`src/rtl/serial_subtractor_pkg.sv`:
```
// Shared definitions for the bit-serial subtractor: FSM states, default width,
// and the signed-overflow rule applied to the operand and result sign bits.
package full_adder_pkg;

    localparam int DEFAULT_WIDTH = 8;

    typedef enum logic [1:0] {
        IDLE = 2'd0,
        BUSY = 2'd1,
        DONE = 2'd2
    } state_t;

    // Overflow happens when the operand signs differ and the result sign differs from the minuend.
    function automatic logic ovf_calc(input logic a_msb, input logic b_msb, input logic d_msb);
        return (a_msb != b_msb) && (d_msb != a_msb);
    endfunction

endpackage

```
`src/rtl/serial_subtractor_full_subtractor.sv`:
```
// One-bit combinational full subtractor used as the per-cycle step of the
// serial datapath.
module full_subtractor (
    input  logic a_i,
    input  logic b_i,
    input  logic bin_i,
    output logic diff_o,
    output logic bout_o
);

    assign diff_o = a_i ^ b_i ^ bin_i;
    assign bout_o = (~a_i & b_i) | (~(a_i ^ b_i) & bin_i);

endmodule

```
`src/rtl/serial_subtractor.sv`:
```
// Bit-serial a - b - bin: operands are shifted out LSB first through a single
// full subtractor; the result is presented with a valid/ready handshake.
module serial_subtractor
    import full_adder_pkg::*;
#(
    parameter int WIDTH = DEFAULT_WIDTH
) (
    input  logic             clk_i,
    input  logic             reset_n_i,
    input  logic             in_valid_i,
    output logic             in_ready_o,
    input  logic [WIDTH-1:0] a_i,
    input  logic [WIDTH-1:0] b_i,
    input  logic             bin_i,
    output logic             out_valid_o,
    input  logic             out_ready_i,
    output logic [WIDTH-1:0] diff_o,
    output logic             bout_o,
    output logic             ovf_o
);

    localparam int              CNT_W = $clog2(WIDTH);
    localparam logic [CNT_W-1:0] LAST  = CNT_W'(WIDTH - 1);

    state_t           r_state;
    logic [WIDTH-1:0] r_a;
    logic [WIDTH-1:0] r_b;
    logic [WIDTH-1:0] r_res;
    logic [WIDTH-1:0] r_diff;
    logic [CNT_W-1:0] r_cnt;
    logic             r_br;
    logic             r_a_msb;
    logic             r_b_msb;
    logic             r_fin;
    logic             r_bout;
    logic             r_ovf;
    logic             r_in_ready;
    logic             r_out_valid;

    logic             w_d;
    logic             w_bo;

    full_subtractor u_fs (
        .a_i    (r_a[0]),
        .b_i    (r_b[0]),
        .bin_i  (r_br),
        .diff_o (w_d),
        .bout_o (w_bo)
    );

    always_ff @(posedge clk_i or negedge reset_n_i) begin
        if (!reset_n_i) begin
            r_state     <= IDLE;
            r_a         <= '0;
            r_b         <= '0;
            r_res       <= '0;
            r_diff      <= '0;
            r_cnt       <= '0;
            r_br        <= 1'b0;
            r_a_msb     <= 1'b0;
            r_b_msb     <= 1'b0;
            r_fin       <= 1'b0;
            r_bout      <= 1'b0;
            r_ovf       <= 1'b0;
            r_in_ready  <= 1'b0;
            r_out_valid <= 1'b0;
        end else begin
            case (r_state)
                IDLE: begin
                    r_in_ready <= 1'b1;
                    if (in_valid_i && r_in_ready) begin
                        r_a        <= a_i;
                        r_b        <= b_i;
                        r_br       <= bin_i;
                        r_a_msb    <= a_i[WIDTH-1];
                        r_b_msb    <= b_i[WIDTH-1];
                        r_cnt      <= '0;
                        r_fin      <= 1'b0;
                        r_in_ready <= 1'b0;
                        r_state    <= BUSY;
                    end
                end
                BUSY: begin
                    // WIDTH shift cycles, then one cycle to publish the finished result.
                    if (!r_fin) begin
                        r_a   <= r_a >> 1;
                        r_b   <= r_b >> 1;
                        r_br  <= w_bo;
                        r_res <= {w_d, r_res[WIDTH-1:1]};
                        if (r_cnt == LAST) begin
                            r_fin <= 1'b1;
                        end else begin
                            r_cnt <= r_cnt + 1'b1;
                        end
                    end else begin
                        r_diff      <= r_res;
                        r_bout      <= r_br;
                        r_ovf       <= ovf_calc(r_a_msb, r_b_msb, r_res[WIDTH-1]);
                        r_out_valid <= 1'b1;
                        r_state     <= DONE;
                    end
                end
                DONE: begin
                    if (out_ready_i) begin
                        r_out_valid <= 1'b0;
                        r_in_ready  <= 1'b1;
                        r_state     <= IDLE;
                    end
                end
                default: begin
                    r_in_ready  <= 1'b0;
                    r_out_valid <= 1'b0;
                    r_state     <= IDLE;
                end
            endcase
        end
    end

    assign in_ready_o  = r_in_ready;
    assign out_valid_o = r_out_valid;
    assign diff_o      = r_diff;
    assign bout_o      = r_bout;
    assign ovf_o       = r_ovf;

endmodule

```
`config.mk`:
```
export PLATFORM = sky130hd
export DESIGN_NAME = serial_subtractor
export DESIGN_NICKNAME = d
export VERILOG_FILES = /design/src/rtl/serial_subtractor_pkg.sv /design/src/rtl/serial_subtractor_full_subtractor.sv /design/src/rtl/serial_subtractor.sv
export SDC_FILE = /design/constraint.sdc
export NUM_CORES = 1
export LEC_CHECK = 0
export CAP_MARGIN = 0
export CORE_ASPECT_RATIO = 0.7
export CORE_MARGIN = 2
export CORE_UTILIZATION = 30
export CTS_CLUSTER_SIZE = 20
export DETAILED_ROUTE_END_ITERATION = 10
export HOLD_SLACK_MARGIN = 0.05
export PLACE_DENSITY = 0.58
export SKIP_CTS_REPAIR_TIMING = 1
export SLEW_MARGIN = 0
export SYNTH_ARGS = -nofsm -noshare
export SYNTH_HDL_FRONTEND = slang
export SYNTH_HIERARCHICAL = 1
export SYNTH_SLANG_ARGS = --single-unit
```
`constraint.sdc`:
```
create_clock -name clk_i -period 3.9 [get_ports clk_i]
set_input_delay 0.78 -clock clk_i [delete_from_list [all_inputs] [get_ports clk_i]]
set_output_delay 0.78 -clock clk_i [all_outputs]
set_load 0.05 [all_outputs]
```
; ---- Word-level counts from Yosys, hierarchy flattened
; Cells that the tools add are included.
[totals]
ram_bits = 0
regBits = 45
latchBits = 0
inputBits = 21
output_inout_bits = 12
wordCells = 75
rom_bits = 0
mem_count = 0
[op_classes]
n_shift = 0
eq_ne = 10
n_bitwise = 10
n_mux = 27
n_reduce_logical = 13
addsub = 1
n_lt_le_gt_ge = 0
n_div = 0
mul = 0
[op_table]
columns = op, count
row1 = 8-bit 2-to-1 mux, 4
row2 = 8-bit case mux with 2 select lines, 2
row3 = 2-bit != test (second input constant), 5
row4 = 2-bit AND reduction, 5
row5 = 1-bit 2-to-1 mux, 9
row6 = 3-bit 2-to-1 mux, 3
row7 = 3-bit AND reduction, 3
row8 = 2-bit 2-to-1 mux, 3
row9 = 1-bit case mux with 3 select lines, 2
row10 = 2-bit case mux with 3 select lines, 1
row11 = 3-bit case mux with 2 select lines, 1
row12 = 1-bit NOT, 5
row13 = 1-bit case mux with 2 select lines, 2
row14 = 4-bit AND reduction, 1
row15 = 3-bit by 1-bit adder with 3-bit output (second input constant), 1
row16 = 3-bit equality test (second input constant), 1
row17 = 1-bit bitwise AND, 2
row18 = 2-bit by 1-bit equality test with 1-bit output (second input constant), 1
row19 = 2-bit equality test (second input constant), 1
row20 = 1-bit logical AND, 2
row21 = 2-bit zero test, 1
row22 = 1-bit != test, 2
row23 = 2-bit nonzero test, 1
row24 = 1-bit XOR, 2
row25 = 1-bit bitwise OR, 1

; ---- Logic depth before layout (Yosys ltp)
; Gate-level depths: netlist (run 1).
[logic_depth]
word_depth = 6
mapped_depth = 6
depth_no_buf = 5

; ---- Hierarchy
; The synthesis (run 1) kept the hierarchy.
[by_module_without_submodules]
columns = mod, instances, cells_per_inst, seq_area_each_um2, area_per_inst_um2
row1 = serial_subtractor, 1, 149, 1126.1, 1981.9
row2 = full_subtractor, 1, 4, 0.0, 31.3

; ---- Worst setup path after synthesis (run 1)
; No wires, ideal clock.
[synth_timing]
kind = input-to-reg
from = input port in_valid_i
to = register r_b_msb
setup_slack_ns = 2.297
path_stages = 3
arrival_ns = 1.478
setup_time_ns = 0.125
cell_sequence = and4bb_4 buf_6 mux2_4
[synth_between]
elab_chain_cells = 2
[synth_rtl]
columns = item, line
row1 = "start, declared", serial_subtractor.sv:10  ; input logic in_valid_i,
row2 = 1-bit logical AND, serial_subtractor.sv:71  ; if (in_valid_i && r_in_ready) begin
row3 = 2-bit AND reduction (no line), -
row4 = "end signal, assigned", serial_subtractor.sv:76  ; r_b_msb <= b_i[WIDTH-1];
row5 = "end, declared", serial_subtractor.sv:33  ; logic r_b_msb;
; Every way passes these cells.
; A chain may end at the register's enable or synchronous reset.

; ---- Worst setup path in the final report (run 1)
[layout_timing]
from = register r_in_ready, in the netlist in_ready_o
to = output port in_ready_o
[layout_lines]
columns = item, line
row1 = "start, declared", serial_subtractor.sv:37  ; logic r_in_ready;
row2 = "start signal, assigned", serial_subtractor.sv:65  ; r_in_ready <= 1'b0;
row3 = "start signal, assigned", serial_subtractor.sv:70  ; r_in_ready <= 1'b1;
row4 = "start signal, assigned", serial_subtractor.sv:79  ; r_in_ready <= 1'b0;
row5 = "end, declared", serial_subtractor.sv:11  ; output logic in_ready_o,
; No word-level cell between the ends.

==> results of run 1 <==
-- final cells by class --
cell class | instances | area share
clock buffers | 5 | 0.0279
flip-flops and latches | 45 | 0.457
inverters | 4 | 0.00609
multi-input cells | 95 | 0.328
well taps | 91 | 0.0462
repair buffers | 32 | 0.128
clock inverters | 3 | 0.00711
-- power groups by stage --
stage	logic (W)	clock network, W	registers, W
2_1_floorplan	0.000844	0	0.00104
3_3_place_gp	0.00125	0	0.000882
3_5_place_dp	0.00127	0	0.000887
4_1_cts	0.00127	0.000295	0.000877
5_1_grt	0.00137	0.000316	0.000910
6_report	0.00125	0.000282	0.000874
-- layer usage --
layer / up-vias / wire (um) / track usage
li1: 610 / - / -
met2: 23 / 1610 / 0.164
met5: - / 0 / 0
met3: 7 / 218 / 0.0376
met1: 610 / 1910 / 0.164
met4: 0 / 49 / 0.0356
-- worst paths after layout --
| kind | from | to |
|---|---|---|
| setup / recovery | in_ready_o | in_ready_o |
| hold / removal | r_res[0] | r_res[0] |
| setup reg to reg | r_state[1] | r_b[4] |
| hold reg to reg | r_res[0] | r_res[0] |
| max in group asynchronous | reset_n_i | out_valid_o |
| min in group asynchronous | reset_n_i | diff_o[1] |
-- state kept, by name, summed over array words and instances (netlist names) --
name	count
out_valid_o	1
r_b	8
ovf_o	1
r_b_msb	1
r_a	8
r_br	1
r_state	2
diff_o	8
r_res	8
r_cnt	3
r_a_msb	1
bout_o	1
r_fin	1
in_ready_o	1
-- cells in the final DEF (no fill, tap or decap), drive strengths merged --
cell type / count
a211oi: 1
a21oi: 18
a22o: 4
and4bb: 1
buf: 1
clkbuf: 5
clkdlybuf4s50: 31
clkinv: 2
clkinvlp: 1
dfrtp: 45
fa: 1
ha: 2
inv: 4
mux2: 20
mux2i: 15
nand2: 2
nand2b: 2
nand3b: 1
nor2: 5
nor2b: 2
nor3: 15
nor3b: 2
nor4b: 1
o21ai: 3
-- kinds of logic after synthesis --
group           count (synthesis)  synth area share
flops                          45             0.559
simple gates                   31            0.0988
buf+inv                        13            0.0410
compound gates                 26            0.0901
mux                            35             0.188
fa+ha+maj                       3            0.0224
-- metrics by stage --
step | utilization | worst slack [ps] | instance area, um2
floorplan | - | 2300 | 2010
global placement | 0.373 | 1540 | 2380
detailed placement | 0.373 | 1520 | 2380
CTS | 0.387 | 1600 | 2460
global route | 0.387 | 1540 | 2460
finish | 0.387 | 1620 | 2460
==> metrics, run 1 <==
post-synth top area share=0.559; slew of the pin with the lowest slew margin=1110 ps; status=finished, final reports clean; Pwr Density=about 980 nW/um2; first-pass GRT wire length=roughly 6400 um; area leader, netlist=dfrtp_1; Final HPWL DP=roughly 2500 um; nets@finish=between 200 and 250; worst min path class=reg -> reg; Worst path max stage delay=a little over 800 ps; RePlAce Congestion=between 0.7 and 0.8; Routed WL=3800 um; total gr overflow=0; CTS max path bufs=2; CP cell instances=clkdlybuf4s50_1; Crit Path Category=reg -> out; total chip power=~0.0024 W; vias in the first global route=roughly 1,300; Starting Density=0.316; Core ar.=~6400 um2; switching share of power=0.425; CTS root buffer=clkbuf_8; multi-input logic area=approximately 800 um2; CP Capture Type=output port; Yosys cell types=28; DRT Pass-1 Iters=4; Crit-path slowest cell=clkdlybuf4s50_1; fin cells=roughly 280; RSZ-0062 raised after global routing=no; synthesized flop and latch total=45; gr usage total=0.114; R2R Setup Slk=1780 ps; switching power total=approximately 0.0010 W; Pins Over Slew Limit=0; drt drc=0; synthesized cell area=2010 um2; Starting DRT DRC Count=78; syn avg cell area=roughly 13 um2; clk sinks=45; Routed Antenna Nets=0; ys flop type=dfrtp_1; Die Ht=a little over 70 um; Worst-path clk slew=around 80 ps; Final Hold Vio Count=0; largest delay contributor family on the critical path=buffers and inverters; Mapped Cells=153; Ant. Diodes=0; cells on worst reg2reg path=4; CTS Buf Count=5; post-synthesis sequential area ratio=0.559; Final Cycle Share=0.586; peak supply drop=0.483 mV; EDFF count, synth=0; max cap viols=0; worst path buffer plus inverter count=1; TNS Setup=0 ps; largest net degree at the start of global routing=46; share of layout cells above drive strength 1=0.207; Via density=roughly 4.5; synth warn=6; clk_lat worst skew=around 300 ps; Port Buf Inserts=32; TritonCTS clock tree=built; Logic pwr share=0.520; synth cell count leaders=45 x dfrtp_1, 15 x mux2i_1, 15 x nor3_1; die area=around 7400 um2; # setup viols final=0; die width=between 100 and 150 um; Inst Count DP=roughly 270; stages on the worst setup path=1; Clock power frac=0.117; vias=1,250; WL/cell=between 10 and 15 um; fmax=around 440 MHz; # IOs=33; Clock Skew=10.7 ps; Sequential Area=1130 um2; fill count=approximately 610; initial antenna violation count=0; Synth-to-Final Area Change=22.4%; FP Rows=24; sequential share of power=0.363; crit path launch type=flop; Int Pwr=about 0.0014 W; count leader, synth=dfrtp_1; Final min period=approximately 2300 ps; Crit Path Max Fanout=4; relative slew slack=0.262; crit path DAT=about 1500 ps; Critical Path RT=~3100 ps; WHS Path Cells=1; CTS HTree Levels=2; syn_nets=between 150 and 200; Static Leak=1.03 nW; synth top area cells=dfrtp_1 56%, mux2i_1 7.5%, mux2_2 7.3%; WHS=about 490 ps; Async SR Flop Fraction=1.00
Power figures use the tool's default switching activity.
==> run 2, diff against run 1 <==
Settings changed: PLACE_DENSITY 0.58 to 0.6.
Clock period 3.9 ns to 2.1 ns, I/O delays scaled along.
==> run 2 against run 1 <==
Against the previous run: final cell count up 1.5%; non-clock buffer count up 4; clock skew up 2.8 ps; global-route usage down 0.21 points.
==> metrics, run 2 (synthesis results as in run 1) <==
die width=approximately 100 um; crit path launch type=flop; Port Buf Inserts=32; Logic pwr share=0.510; TNS Setup=0 ps; Static Leak=roughly 1.1 nW; slew of the pin with the lowest slew margin=just under 600 ps; RePlAce Congestion=around 0.73; Clock power frac=0.145; clk sinks=45; Pins Over Slew Limit=0; R2R Path Start=r_cnt[0]; pre-CTS WS=between 200 and 250 ps; sequential share of power=0.346; peak supply drop=between 0.5 and 0.6 mV; gr usage total=0.112; Crit-path slowest cell=clkdlybuf4s50_1; # setup viols final=0; DRT Pass-1 Iters=4; Starting DRT DRC Count=65; Critical Path RT=1680 ps; CP Capture Type=output port; met3 Usage GRT=0.0308; crit path DAT=between 1500 and 2000 ps; Starting Density=0.316; share of layout cells above drive strength 1=0.223; worst min path class=in -> async; WL/cell=around 14 um; Core ar.=about 6400 um2; most frequent cells in the layout=45 x dfrtp_1, 31 x clkdlybuf4s50_1, 15 x mux2i_1, 15 x nor3_1, 13 x mux2_2; fin cells=around 280; switching power total=approximately 0.0019 W; Via density=roughly 4.5; switching share of power=0.405; Routed Antenna Nets=0; Ant. Diodes=0; die area=roughly 7400 um2; Final min period=slightly below 2000 ps; Worst-path clk slew=approximately 90 ps; Crit Path Max Fanout=4; largest net degree at the start of global routing=46; initial antenna violation count=0; Synth-to-Final Area Change=26.2%; global route hottest layer=met1; cells on worst reg2reg path=5; total gr overflow=0; Int Pwr=roughly 0.0028 W; fmax=518 MHz; finished layout cell area=2540 um2; Final Cycle Share=0.920; R2R Setup Slk=400 ps; Reg-to-Reg End=r_cnt[0]; vias in the first global route=~1,300; status=finished, final reports clean; TritonCTS clock tree=built; Final Hold Vio Count=0; RSZ-0062 raised after global routing=no; Crit Path Category=reg -> out; Clock Skew=between 10 and 15 ps; Placed Area=~2400 um2; CTS max path bufs=2; first-pass GRT wire length=about 6300 um; Final WS setup=169 ps; vias=around 1,300; worst path buffer plus inverter count=1; CTS root buffer=clkbuf_8; max cap viols=0; GR Util met2=0.154; commonest non-fill, non-tap cell in the layout=dfrtp_1; Pwr Density=approximately 1900 nW/um2; CP cell instances=clkdlybuf4s50_1; Inst Count DP=271; relative slew slack=0.603; # IOs=33; CTS Buf Count=5; clk_lat worst skew=between 300 and 400 ps; CTS HTree Levels=2; WHS=approximately 190 ps; met1 Usage GRT=0.166; drt drc=0; nets@finish=~210; Worst path max stage delay=about 820 ps; Die Ht=72.5 um; Routed WL=around 3800 um; FP Rows=24; Final HPWL DP=2540 um; largest delay contributor family on the critical path=buffers and inverters
==> run 2: cell count changes in the layout (fill, tap and decap cells not counted) <==
cell       change
buf_4          +3
clkbuf_8       +1
clkinv_2       -2
bufinv_16      +1
buf_12         +1
==> run 2: routing by layer <==
metal | share of wire | routed length, um | vias up
li1 | - | - | 615
met4 | 0.016 | 62 | 0
met3 | 0.046 | 174 | 7
met1 | 0.53 | 2000 | 614
met2 | 0.41 | 1530 | 25
met5 | 0 | 0 | -
==> run 2: area by class of cell <==
| cell class | count | area, um2 |
|---|---|---|
| clock inverters | 2 | 37.5 |
| multi-input cells | 95 | 807 |
| flip-flops and latches | 45 | 1130 |
| fillers | 638 | 3830 |
| clock buffers | 6 | 82.6 |
| inverters | 4 | 15.0 |
| repair buffers | 36 | 358 |
| well taps | 91 | 114 |
==> run 2: worst max-delay path by stage <==
stage                from         end  slack [ps]  depth (start not counted)
6_report       in_ready_o  in_ready_o         170                          1
4_1_cts        in_ready_o  in_ready_o         160                          1
3_3_place_gp   in_valid_i      r_b[5]         240                          5
5_1_grt        in_ready_o  in_ready_o         120                          1
3_5_place_dp   in_valid_i      r_b[0]         220                          5
2_1_floorplan    r_cnt[0]    r_cnt[0]         540                          5
==> run 2: per-stage QoR <==
step                       util  power, W
after floorplan               -   0.00350
after global placement    0.380   0.00404
after detailed placement  0.380   0.00408
after CTS                 0.399   0.00478
after global routing      0.399   0.00508
final                     0.399   0.00472
==> run 2: power groups by stage <==
stage | registers [W] | clock network (W) | logic (W)
finish | 0.00163 | 0.000682 | 0.00240
global route | 0.00169 | 0.000739 | 0.00265
CTS | 0.00163 | 0.000703 | 0.00244
detailed placement | 0.00165 | 0 | 0.00244
global placement | 0.00164 | 0 | 0.00240
floorplan | 0.00194 | 0 | 0.00157
